## src/rtl/pc_fetch_pkg.sv

```systemverilog
// Shared types, widths and helpers for the instruction-fetch stage.
package pc_fetch_pkg;

    localparam int unsigned XLEN   = 32;
    localparam int unsigned TCNT_W = 8;

    typedef enum logic [1:0] {
        FETCH  = 2'd0,
        ISSUE  = 2'd1,
        HALTED = 2'd2,
        ERROR  = 2'd3
    } state_t;

    localparam logic [5:0] OPC_RTYPE = 6'b000000;
    localparam logic [5:0] OPC_LW    = 6'b100011;
    localparam logic [5:0] OPC_SW    = 6'b101011;
    localparam logic [5:0] OPC_BEQ   = 6'b000100;
    localparam logic [5:0] OPC_J     = 6'b000010;

    // Sign-extend a 16-bit immediate to the datapath width.
    function automatic logic [XLEN-1:0] sign_extend16(input logic [15:0] v);
        return {{16{v[15]}}, v};
    endfunction

endpackage

```

## src/rtl/pc_fetch_unit_if.sv

```systemverilog
// Instruction-memory read channel: req/addr from fetch, rdata/ready from memory.
interface pc_fetch_unit_if;

    logic                           imem_req;
    logic [pc_fetch_pkg::XLEN-1:0]  imem_addr;
    logic [pc_fetch_pkg::XLEN-1:0]  imem_rdata;
    logic                           imem_ready;

    modport master (
        output imem_req,
        output imem_addr,
        input  imem_rdata,
        input  imem_ready
    );

    modport slave (
        input  imem_req,
        input  imem_addr,
        output imem_rdata,
        output imem_ready
    );

endinterface

```

## src/rtl/next_pc_calc.sv

```systemverilog
// Combinational next-PC selection: jump, taken beq, or sequential.
module next_pc_calc
    import pc_fetch_pkg::*;
(
    input  logic [XLEN-1:0] pc,
    input  logic [XLEN-1:0] instruction,
    input  logic            branch_select,
    input  logic            jump_select,
    input  logic            alu_zero,
    output logic [XLEN-1:0] next_pc,
    output logic [XLEN-1:0] pc_plus4
);

    logic unused_opcode;

    assign unused_opcode = ^instruction[31:26];
    assign pc_plus4      = pc + 32'd4;

    // Jump beats branch; everything wraps at 32 bits.
    always_comb begin
        next_pc = pc_plus4;
        if (jump_select) begin
            next_pc = {pc_plus4[31:28], instruction[25:0], 2'b00};
        end else if (branch_select && alu_zero) begin
            next_pc = pc_plus4 + (sign_extend16(instruction[15:0]) << 2);
        end
    end

endmodule

```

## src/rtl/pc_fetch_unit.sv

```systemverilog
// Fetch stage: PC register, imem handshake, issue pulse, halt and timeout handling.
module pc_fetch_unit
    import pc_fetch_pkg::*;
#(
    parameter logic [XLEN-1:0] RESET_PC       = 32'h0000_0000,
    parameter int unsigned     TIMEOUT_CYCLES = 16
) (
    input  logic             clk,
    input  logic             rst_n,
    pc_fetch_unit_if.master  imem,
    input  logic             branch_select,
    input  logic             jump_select,
    input  logic             alu_zero,
    input  logic             halt_req,
    output logic [XLEN-1:0]  instruction,
    output logic             instr_valid,
    output logic [XLEN-1:0]  pc,
    output logic [XLEN-1:0]  pc_plus4,
    output logic             halted,
    output logic             fetch_error,
    output logic [XLEN-1:0]  instr_count
);

    localparam logic [TCNT_W-1:0] TMO_LAST = TCNT_W'(TIMEOUT_CYCLES - 1);

    state_t            state;
    state_t            next_state;
    logic [TCNT_W-1:0] tmo_cnt;
    logic [TCNT_W-1:0] tmo_cnt_next;
    logic              capture;
    logic              imem_req_q;
    logic [XLEN-1:0]   next_pc;

    assign imem.imem_req  = imem_req_q;
    assign imem.imem_addr = pc;

    next_pc_calc u_next_pc (
        .pc            (pc),
        .instruction   (instruction),
        .branch_select (branch_select),
        .jump_select   (jump_select),
        .alu_zero      (alu_zero),
        .next_pc       (next_pc),
        .pc_plus4      (pc_plus4)
    );

    // Next-state, timeout and capture decisions.
    always_comb begin
        next_state   = state;
        tmo_cnt_next = tmo_cnt;
        capture      = 1'b0;
        case (state)
            FETCH: begin
                // The request is only live once imem_req is actually driven high.
                if (imem_req_q) begin
                    if (imem.imem_ready) begin
                        capture      = 1'b1;
                        tmo_cnt_next = '0;
                        next_state   = ISSUE;
                    end else begin
                        tmo_cnt_next = tmo_cnt + TCNT_W'(1);
                        if (tmo_cnt == TMO_LAST) begin
                            next_state = ERROR;
                        end
                    end
                end
            end
            ISSUE:   next_state = halt_req ? HALTED : FETCH;
            HALTED:  if (!halt_req) next_state = FETCH;
            ERROR:   next_state = ERROR;
            default: next_state = FETCH;
        endcase
    end

    // State register plus registered per-state strobes (all low in reset).
    always_ff @(posedge clk or negedge rst_n) begin
        if (!rst_n) begin
            state       <= FETCH;
            tmo_cnt     <= '0;
            imem_req_q  <= 1'b0;
            instr_valid <= 1'b0;
            halted      <= 1'b0;
            fetch_error <= 1'b0;
        end else begin
            state       <= next_state;
            tmo_cnt     <= tmo_cnt_next;
            imem_req_q  <= (next_state == FETCH);
            instr_valid <= (next_state == ISSUE);
            halted      <= (next_state == HALTED);
            fetch_error <= (next_state == ERROR);
        end
    end

    // Datapath: instruction latch, PC update and issue counter.
    always_ff @(posedge clk or negedge rst_n) begin
        if (!rst_n) begin
            pc          <= RESET_PC;
            instruction <= '0;
            instr_count <= '0;
        end else begin
            if (capture) begin
                instruction <= imem.imem_rdata;
            end
            if (state == ISSUE) begin
                pc          <= next_pc;
                instr_count <= instr_count + 32'd1;
            end
        end
    end

endmodule

```

## src/flat_wrapper.sv

```systemverilog
// flat-port wrapper written by rule: the top's interface ports become plain ports
module pc_fetch_unit_flat import pc_fetch_pkg::*;
#(
    parameter logic [XLEN-1:0] RESET_PC       = 32'h0000_0000,
    parameter int unsigned     TIMEOUT_CYCLES = 16
)
  (clk, rst_n, branch_select, jump_select, alu_zero, halt_req, instruction, instr_valid, pc, pc_plus4, halted, fetch_error, instr_count, imem_imem_req, imem_imem_addr, imem_imem_rdata, imem_imem_ready);
  pc_fetch_unit_if imem_i ();
  input  logic clk;
  input  logic rst_n;
  input  logic branch_select;
  input  logic jump_select;
  input  logic alu_zero;
  input  logic halt_req;
  output logic [XLEN-1:0] instruction;
  output logic instr_valid;
  output logic [XLEN-1:0] pc;
  output logic [XLEN-1:0] pc_plus4;
  output logic halted;
  output logic fetch_error;
  output logic [XLEN-1:0] instr_count;
  output wire logic [$bits(imem_i.imem_req)-1:0] imem_imem_req;
  output wire logic [$bits(imem_i.imem_addr)-1:0] imem_imem_addr;
  input wire logic [$bits(imem_i.imem_rdata)-1:0] imem_imem_rdata;
  input wire logic [$bits(imem_i.imem_ready)-1:0] imem_imem_ready;
  assign imem_imem_req = imem_i.imem_req;
  assign imem_imem_addr = imem_i.imem_addr;
  assign imem_i.imem_rdata = imem_imem_rdata;
  assign imem_i.imem_ready = imem_imem_ready;
  pc_fetch_unit #(.RESET_PC(RESET_PC), .TIMEOUT_CYCLES(TIMEOUT_CYCLES)) u_core (.clk(clk), .rst_n(rst_n), .imem(imem_i), .branch_select(branch_select), .jump_select(jump_select), .alu_zero(alu_zero), .halt_req(halt_req), .instruction(instruction), .instr_valid(instr_valid), .pc(pc), .pc_plus4(pc_plus4), .halted(halted), .fetch_error(fetch_error), .instr_count(instr_count));
endmodule
```

## config.mk

```make
export PLATFORM = sky130hd
export DESIGN_NAME = pc_fetch_unit_flat
export DESIGN_NICKNAME = d
export VERILOG_FILES = /design/src/rtl/pc_fetch_pkg.sv /design/src/rtl/pc_fetch_unit_if.sv /design/src/rtl/next_pc_calc.sv /design/src/rtl/pc_fetch_unit.sv /design/src/flat_wrapper.sv
export SDC_FILE = /design/constraint.sdc
export NUM_CORES = 1
export LEC_CHECK = 0
export ABC_AREA = 1
export CORE_UTILIZATION = 38
export CTS_CLUSTER_SIZE = 20
export DETAILED_ROUTE_END_ITERATION = 10
export PLACE_DENSITY_LB_ADDON = 0.3
export SKIP_CTS_REPAIR_TIMING = 1
export SLEW_MARGIN = 15
export SYNTH_ARGS = -nofsm -noshare
export SYNTH_HDL_FRONTEND = slang
export SYNTH_SLANG_ARGS = --single-unit
```

## constraint.sdc

```tcl
create_clock -name clk -period 4.4 [get_ports clk]
set_clock_uncertainty 0.05 [all_clocks]
set_input_delay 0.66 -clock clk [delete_from_list [all_inputs] [get_ports clk]]
set_output_delay 0.66 -clock clk [all_outputs]
set_load 0.05 [all_outputs]
```

==> flow_metrics.env, run 1 <==
export IMPL_synth_top_area_share_pct=31.70
export IMPL_drt_pass1_iterations=5
export IMPL_clk_latency_ns=0.36
export IMPL_synthSimpleGateAreaFrac_pct=38.14
export IMPL_clkSinkCount=108
export IMPL_vias=8707
export IMPL_finalSetupViolations=0
export IMPL_seq_area_frac_synth_pct=31.70
export IMPL_synth_top_family_by_area="simple AND/OR/NAND/NOR gates"
export IMPL_r2r_end="u_core.imem.imem_addr[29]$_DFFE_PN0N_"
export IMPL_yosys_warnings=0
export IMPL_grt_max_degree=52
export IMPL_synth_xor_area_share_pct=5.136
export IMPL_worstPathArrival_ns=3.06
export IMPL_cp_cell_sequence="nand2_1, nor3_1, nand2_1, nor3_1, nand2_1, nand2_1, nand2_1, inv_1, clkdlybuf4s50_1"
export IMPL_synth_async_sr_flop_share_pct=100.0
export IMPL_cp_depth=9
export IMPL_synth_ff_type="dfrtp_1"
export IMPL_cp_slowest_stage_delay_ns=0.81
export IMPL_avgSynthCellArea_um2=6.425
export IMPL_fin_crit_sh_pct=85.67
export IMPL_synthTopCellsByArea="dfrtp_1 32%, nand2_1 22%, inv_1 8.3%"
export IMPL_clkTransAtPathRegs_ns=0.08
export IMPL_timing_rr_start="u_core.imem.imem_addr[17]$_DFFE_PN0N_"
export IMPL_start_util_pct=38.95
export IMPL_htreeDepth=3
export IMPL_cp_top_family="simple AND/OR/NAND/NOR gates"
export IMPL_cp_start_kind="register"
export IMPL_drv_cap=0
export IMPL_dp_hpwl_um=22730
export IMPL_muxShareOfSynthArea_pct=0
export IMPL_worst_setup_path_type="register to output pin"
export IMPL_rsz0062_at_grt="false"
export IMPL_crit_path_end="pc_plus4[30]"
export IMPL_setup_ws_ns=0.6304
export IMPL_n_antenna_cell=0
export IMPL_final_util_pct=49.63
export IMPL_post_route_drc_count=0
export IMPL_hp_class="input pin to asynchronous set/reset pin"
export IMPL_crit_required_ns=3.69
export IMPL_maxSlewHeadroom_pct=36.02
export IMPL_place_congestion=1.034
export IMPL_syn2layout_area_growth_pct=27.44
export IMPL_fmax_mhz=265.3
export IMPL_nNetsFinal=1567
export IMPL_synth_distinct_cells=42
export IMPL_worstMarginPinSlew_ns=0.9538
export IMPL_yosysTopAreaCell="dfrtp_1"
export IMPL_grt_pass1_vias=8291
export IMPL_synth_compound_area_share_pct=6.560
export IMPL_endpoint_kind="output pin"
export IMPL_antenna_found_initial=0
export IMPL_rrSetupSlack_ns=0.78
export IMPL_outcome="complete, no violations"
export IMPL_place_area_um2=10570
export IMPL_io_pins=203
export IMPL_groute_usage_overall_pct=25.73
export IMPL_rr_worst_depth=19
export IMPL_cp_slowest_cell="clkdlybuf4s50_1"
export IMPL_ys_seq_elements=108
export IMPL_port_buffers=196
export IMPL_synth_fa_ha_area_share_pct=5.812
export IMPL_slew_viol_final=0
export IMPL_clock_root_buffer="clkbuf_16"
export IMPL_layout_drive_gt1_share_pct=3.548
export IMPL_rows=54
export IMPL_syn_cell_area_um2=8526
export IMPL_synthCells=1327
export IMPL_clk_path_buf_depth=2
export IMPL_overflow=0
export IMPL_core_um2=21890
export IMPL_path_buf_inv=2
export IMPL_routedWlPerCell_um=16.22
export IMPL_drt_total_wl_um=28770
export IMPL_hold_viol=0
export IMPL_drtIter0Drc=511
export IMPL_synth_enable_flop_cells=0
export IMPL_cts_tree="built"
export IMPL_die_h_um=151.8
export IMPL_drtAntennaViolNets=0
export IMPL_vias_per_cell=4.908
export IMPL_design_area_um2=10870
export IMPL_post_place_ws_ns=0.9305
export IMPL_cp_common_cell="nand2_1"
export IMPL_tns_ns=0
export IMPL_path_max_fanout=6
export IMPL_fp_dieArea_um2=23040
export IMPL_die_w_um=151.8
export IMPL_fin_crit_ns=3.770
export IMPL_worstSetupStartpoint="u_core.imem.imem_addr[17]$_DFFE_PN0N_"
export IMPL_grt_pass1_wl_um=44830
export IMPL_numCtsBuffers=9
metal layers:
layer  part of all wire (%)  up-vias  routed length, um  track usage [%]
met5                      0        -                  0                0
met3                    6.6       37               1895            3.892
met4                    2.4        0                682            8.168
li1                       -     4387                  -                -
met2                     46      279              13310            42.00
met1                     45     4004              12890            34.78
synthesized netlist by cell type, types with 3 or more instances:
master / number
a21oi_1: 49
nand4_1: 14
nand2_2: 3
buf_1: 3
nor3_1: 19
nand3_1: 70
nor2_2: 7
dfrtp_1: 108
xor2_1: 37
o221ai_1: 4
inv_1: 188
o21ai_0: 36
clkbuf_1: 18
o21bai_1: 3
nor2_1: 126
nor3_4: 3
and2_1: 5
nor2_4: 4
xnor2_1: 13
or2_2: 5
nand3b_1: 5
nand2_1: 506
ha_1: 38
inv_2: 3
buf_4: 36
cells by family (layout without fill, tap and decap cells):
group           Yosys count  after routing
simple gates            776            776
buf+inv                 250            412
flops                   108            108
compound gates          103            103
xor+xnor                 50             50
fa+ha+maj                39             39
other cells               1              6
sequential cells by signal, summed over array words and instances (netlist names):
signal	count
u_core.instruction	32
u_core.halted	1
u_core.state	2
u_core.instr_valid	1
u_core.fetch_error	1
u_core.tmo_cnt	8
u_core.instr_count	32
u_core.imem.imem_addr	30
u_core.imem.imem_req	1
worst min path at each step:
stage	startpoint	end	depth (start not counted)
2_1_floorplan	rst_n	u_core.fetch_error$_DFF_PN0_	0
3_3_place_gp	u_core.instruction[31]$_DFFE_PN0P_	u_core.instruction[31]$_DFFE_PN0P_	2
3_5_place_dp	u_core.instruction[26]$_DFFE_PN0P_	u_core.instruction[26]$_DFFE_PN0P_	2
4_1_cts	rst_n	u_core.tmo_cnt[0]$_DFFE_PN0P_	1
5_1_grt	rst_n	u_core.tmo_cnt[2]$_DFFE_PN0P_	1
6_report	rst_n	u_core.tmo_cnt[1]$_DFFE_PN0P_	1
worst reg2reg max path: stages (launching register included):
cell     delay (ns)
dfrtp_1        0.57
nand2_1        0.16
nor3_1         0.36
nand2_1        0.22
nor2_1         0.17
nand3_1        0.09
nand2_1        0.14
inv_1          0.11
ha_1           0.40
nand2_1        0.13
nor2_1         0.25
nand2_1        0.18
nor2_1         0.14
nand2_1        0.13
nand2_1        0.10
nand2_1        0.05
nand3_1        0.10
nand2_1        0.07
nand2_1        0.05
nand2_1        0.05
cell type report:
type | instances | area [um^2]
Clock buffer | 11 | 232.7
Clock inverter | 5 | 67.56
Fill cell | 2294 | 11030
Inverter | 192 | 720.7
Multi-Input combinational cell | 974 | 4772
Sequential cell | 108 | 2703
Tap cell | 280 | 350.3
Timing Repair Buffer | 204 | 2019
metrics by stage:
stage,instances,hold slack [ns]
4_1_cts,1774,0.3006
6_report,1774,0.2779
5_1_grt,1774,0.3307
3_5_place_dp,1758,0.4127
2_1_floorplan,1332,0.3144
3_3_place_gp,1758,0.4061
placed cells by master (no fill, tap or decap), types with 6 or more instances in the layout:
| cell type | synthesis | final |
|---|---|---|
| nand2_1 | 506 | 506 |
| clkdlybuf4s50_1 | 0 | 195 |
| inv_1 | 188 | 188 |
| nor2_1 | 126 | 126 |
| dfrtp_1 | 108 | 108 |
| nand3_1 | 70 | 70 |
| a21oi_1 | 49 | 49 |
| ha_1 | 38 | 38 |
| xor2_1 | 37 | 37 |
| o21ai_0 | 36 | 36 |
| nor3_1 | 19 | 19 |
| nand4_1 | 14 | 14 |
| xnor2_1 | 13 | 13 |
| clkbuf_16 | 0 | 9 |
| buf_4 | 36 | 9 |
| nor2_2 | 7 | 6 |
| conb_1 | 1 | 6 |
Power of run 1 is left out: the tool's default activity adds up to more than one toggle a clock period on the data nets, which glitch-free logic cannot reach.
==> run 2, diff against run 1 <==
--- a/config.mk
+++ b/config.mk
@@ -7,6 +7,7 @@
 export LEC_CHECK = 0
 export ABC_AREA = 1
 export CORE_UTILIZATION = 38
+export CTS_BUF_LIST = sky130_fd_sc_hd__clkbuf_4
 export CTS_CLUSTER_SIZE = 20
 export DETAILED_ROUTE_END_ITERATION = 10
 export PLACE_DENSITY_LB_ADDON = 0.3
==> run 2 against run 1 <==
- register-to-register slack got worse by 0.04 ns
- clock-buffer cell count did not move
- sequential share of layout area is 0.34 points higher
- non-clock buffer count is the same
- design area is 1.4% lower
- critical path type unchanged
- highest routed layer unchanged
==> flow_metrics.env, run 2 (same netlist as run 1, synthesis figures left out) <==
export IMPL_outcome="complete, no violations"
export IMPL_layout_commonest_cell="nand2_1"
export IMPL_drv_cap=0
export IMPL_cp_slowest_cell="clkdlybuf4s50_1"
export IMPL_fin_crit_sh_pct=89.97
export IMPL_antenna_found_initial=1
export IMPL_syn2layout_area_growth_pct=25.71
export IMPL_numCtsBuffers=9
export IMPL_htreeDepth=3
export IMPL_place_congestion=1.034
export IMPL_routedWlPerCell_um=16.19
export IMPL_clkTransAtPathRegs_ns=0.21
export IMPL_cts_tree="built"
export IMPL_grt_max_degree=52
export IMPL_start_util_pct=38.95
export IMPL_fmax_mhz=252.6
export IMPL_core_um2=21890
export IMPL_worstMarginPinSlew_ns=0.9536
export IMPL_clk_path_buf_depth=2
export IMPL_die_h_um=151.8
export IMPL_use_met3_pct=3.772
export IMPL_grt_pass1_vias=8296
export IMPL_fillerInstances=2320
export IMPL_fin_crit_ns=3.959
export IMPL_layout_common_cells="506 x nand2_1, 195 x clkdlybuf4s50_1, 188 x inv_1"
export IMPL_cp_slowest_stage_delay_ns=0.81
export IMPL_slew_viol_final=0
export IMPL_clkSinkCount=108
export IMPL_post_route_drc_count=0
export IMPL_clk_latency_ns=0.51
export IMPL_hold_ws_ns=0.1072
export IMPL_grt_pass1_wl_um=44740
export IMPL_io_pins=203
export IMPL_hp_class="input pin to asynchronous set/reset pin"
export IMPL_clock_root_buffer="clkbuf_4"
export IMPL_hold_viol=0
export IMPL_use_met2_pct=42.00
export IMPL_grtUsageMet1_pct=34.78
export IMPL_vias_per_cell=4.930
export IMPL_overflow=0
export IMPL_drtIter0Drc=546
export IMPL_drtAntennaViolNets=0
export IMPL_drt_pass1_iterations=5
export IMPL_maxSlewHeadroom_pct=36.03
export IMPL_rsz0062_at_grt="false"
export IMPL_nNetsFinal=1567
export IMPL_drt_total_wl_um=28730
export IMPL_cp_start_kind="register"
export IMPL_dp_hpwl_um=22730
export IMPL_crit_required_ns=3.69
export IMPL_groute_usage_overall_pct=25.68
export IMPL_top_usage_layer="met2"
export IMPL_path_max_fanout=6
export IMPL_port_buffers=196
export IMPL_endpoint_kind="output pin"
export IMPL_worstPathArrival_ns=3.25
export IMPL_fp_dieArea_um2=23040
export IMPL_cp_common_cell="nand2_1"
export IMPL_die_w_um=151.8
export IMPL_cp_cell_sequence="nand2_1, nor3_1, nand2_1, nor3_1, nand2_1, nand2_1, nand2_1, inv_1, clkdlybuf4s50_1"
export IMPL_vias=8750
export IMPL_finalSetupViolations=0
export IMPL_worst_setup_path_type="register to output pin"
export IMPL_tns_ns=0
export IMPL_layout_drive_gt1_share_pct=3.681
export IMPL_rows=54
run 2: cell types whose count changed in the layout (fill, tap and decap cells not counted):
cell,delta
clkbuf_4,+11
clkbuf_16,-9
clkbuf_1,-2
diode_2,+1
run 2: layer usage:
| layer | vias up | wire, um | share of wire, % |
|---|---|---|---|
| met5 | - | 0 | 0 |
| met4 | 0 | 639 | 2.2 |
| met3 | 36 | 1932 | 6.7 |
| met2 | 301 | 13290 | 46 |
| met1 | 4037 | 12870 | 45 |
| li1 | 4376 | - | - |
run 2: worst max-delay path: cells and delay by family (launching register included):
family | cells | cell delay (ns)
AND/OR/NAND/NOR | 7 | 1.22
buffers and inverters | 2 | 0.90
flip-flops | 1 | 0.61
run 2: through the flow:
step	area [um^2]	worst slack (ns)	instances	util (%)
2_1_floorplan	8544	0.4791	1332	-
3_3_place_gp	10570	0.9364	1758	48.26
3_5_place_dp	10570	0.9305	1758	48.26
4_1_cts	10720	0.4590	1774	48.95
5_1_grt	10720	0.3312	1775	48.96
6_report	10720	0.4412	1775	48.96
run 2: final timing paths:
check | start | end | slack, ns | cells after the start
max in group asynchronous | rst_n | u_core.imem.imem_addr[28]$_DFFE_PN0N_ | 3.24 | 2
min reg2reg | u_core.instruction[26]$_DFFE_PN0P_ | u_core.instruction[26]$_DFFE_PN0P_ | 0.45 | 2
min | rst_n | u_core.tmo_cnt[7]$_DFFE_PN0P_ | 0.11 | 1
min in group clk | u_core.instruction[26]$_DFFE_PN0P_ | u_core.instruction[26]$_DFFE_PN0P_ | 0.45 | 2
max reg2reg | u_core.imem.imem_addr[17]$_DFFE_PN0N_ | u_core.imem.imem_addr[29]$_DFFE_PN0N_ | 0.74 | 19
max | u_core.imem.imem_addr[17]$_DFFE_PN0N_ | pc_plus4[30] | 0.44 | 9
run 2: cell type report:
class	instances	area, um^2	area share [%]
antenna	1	2.502	0.02335
multi-input combinational	974	4772	44.52
clock buffer	11	82.58	0.7705
timing repair buffer	204	2019	18.84
inverter	192	720.7	6.724
tap	280	350.3	3.269
clock inverter	5	67.56	0.6304
sequential	108	2703	25.22
Power of run 2 is left out for the same reason.
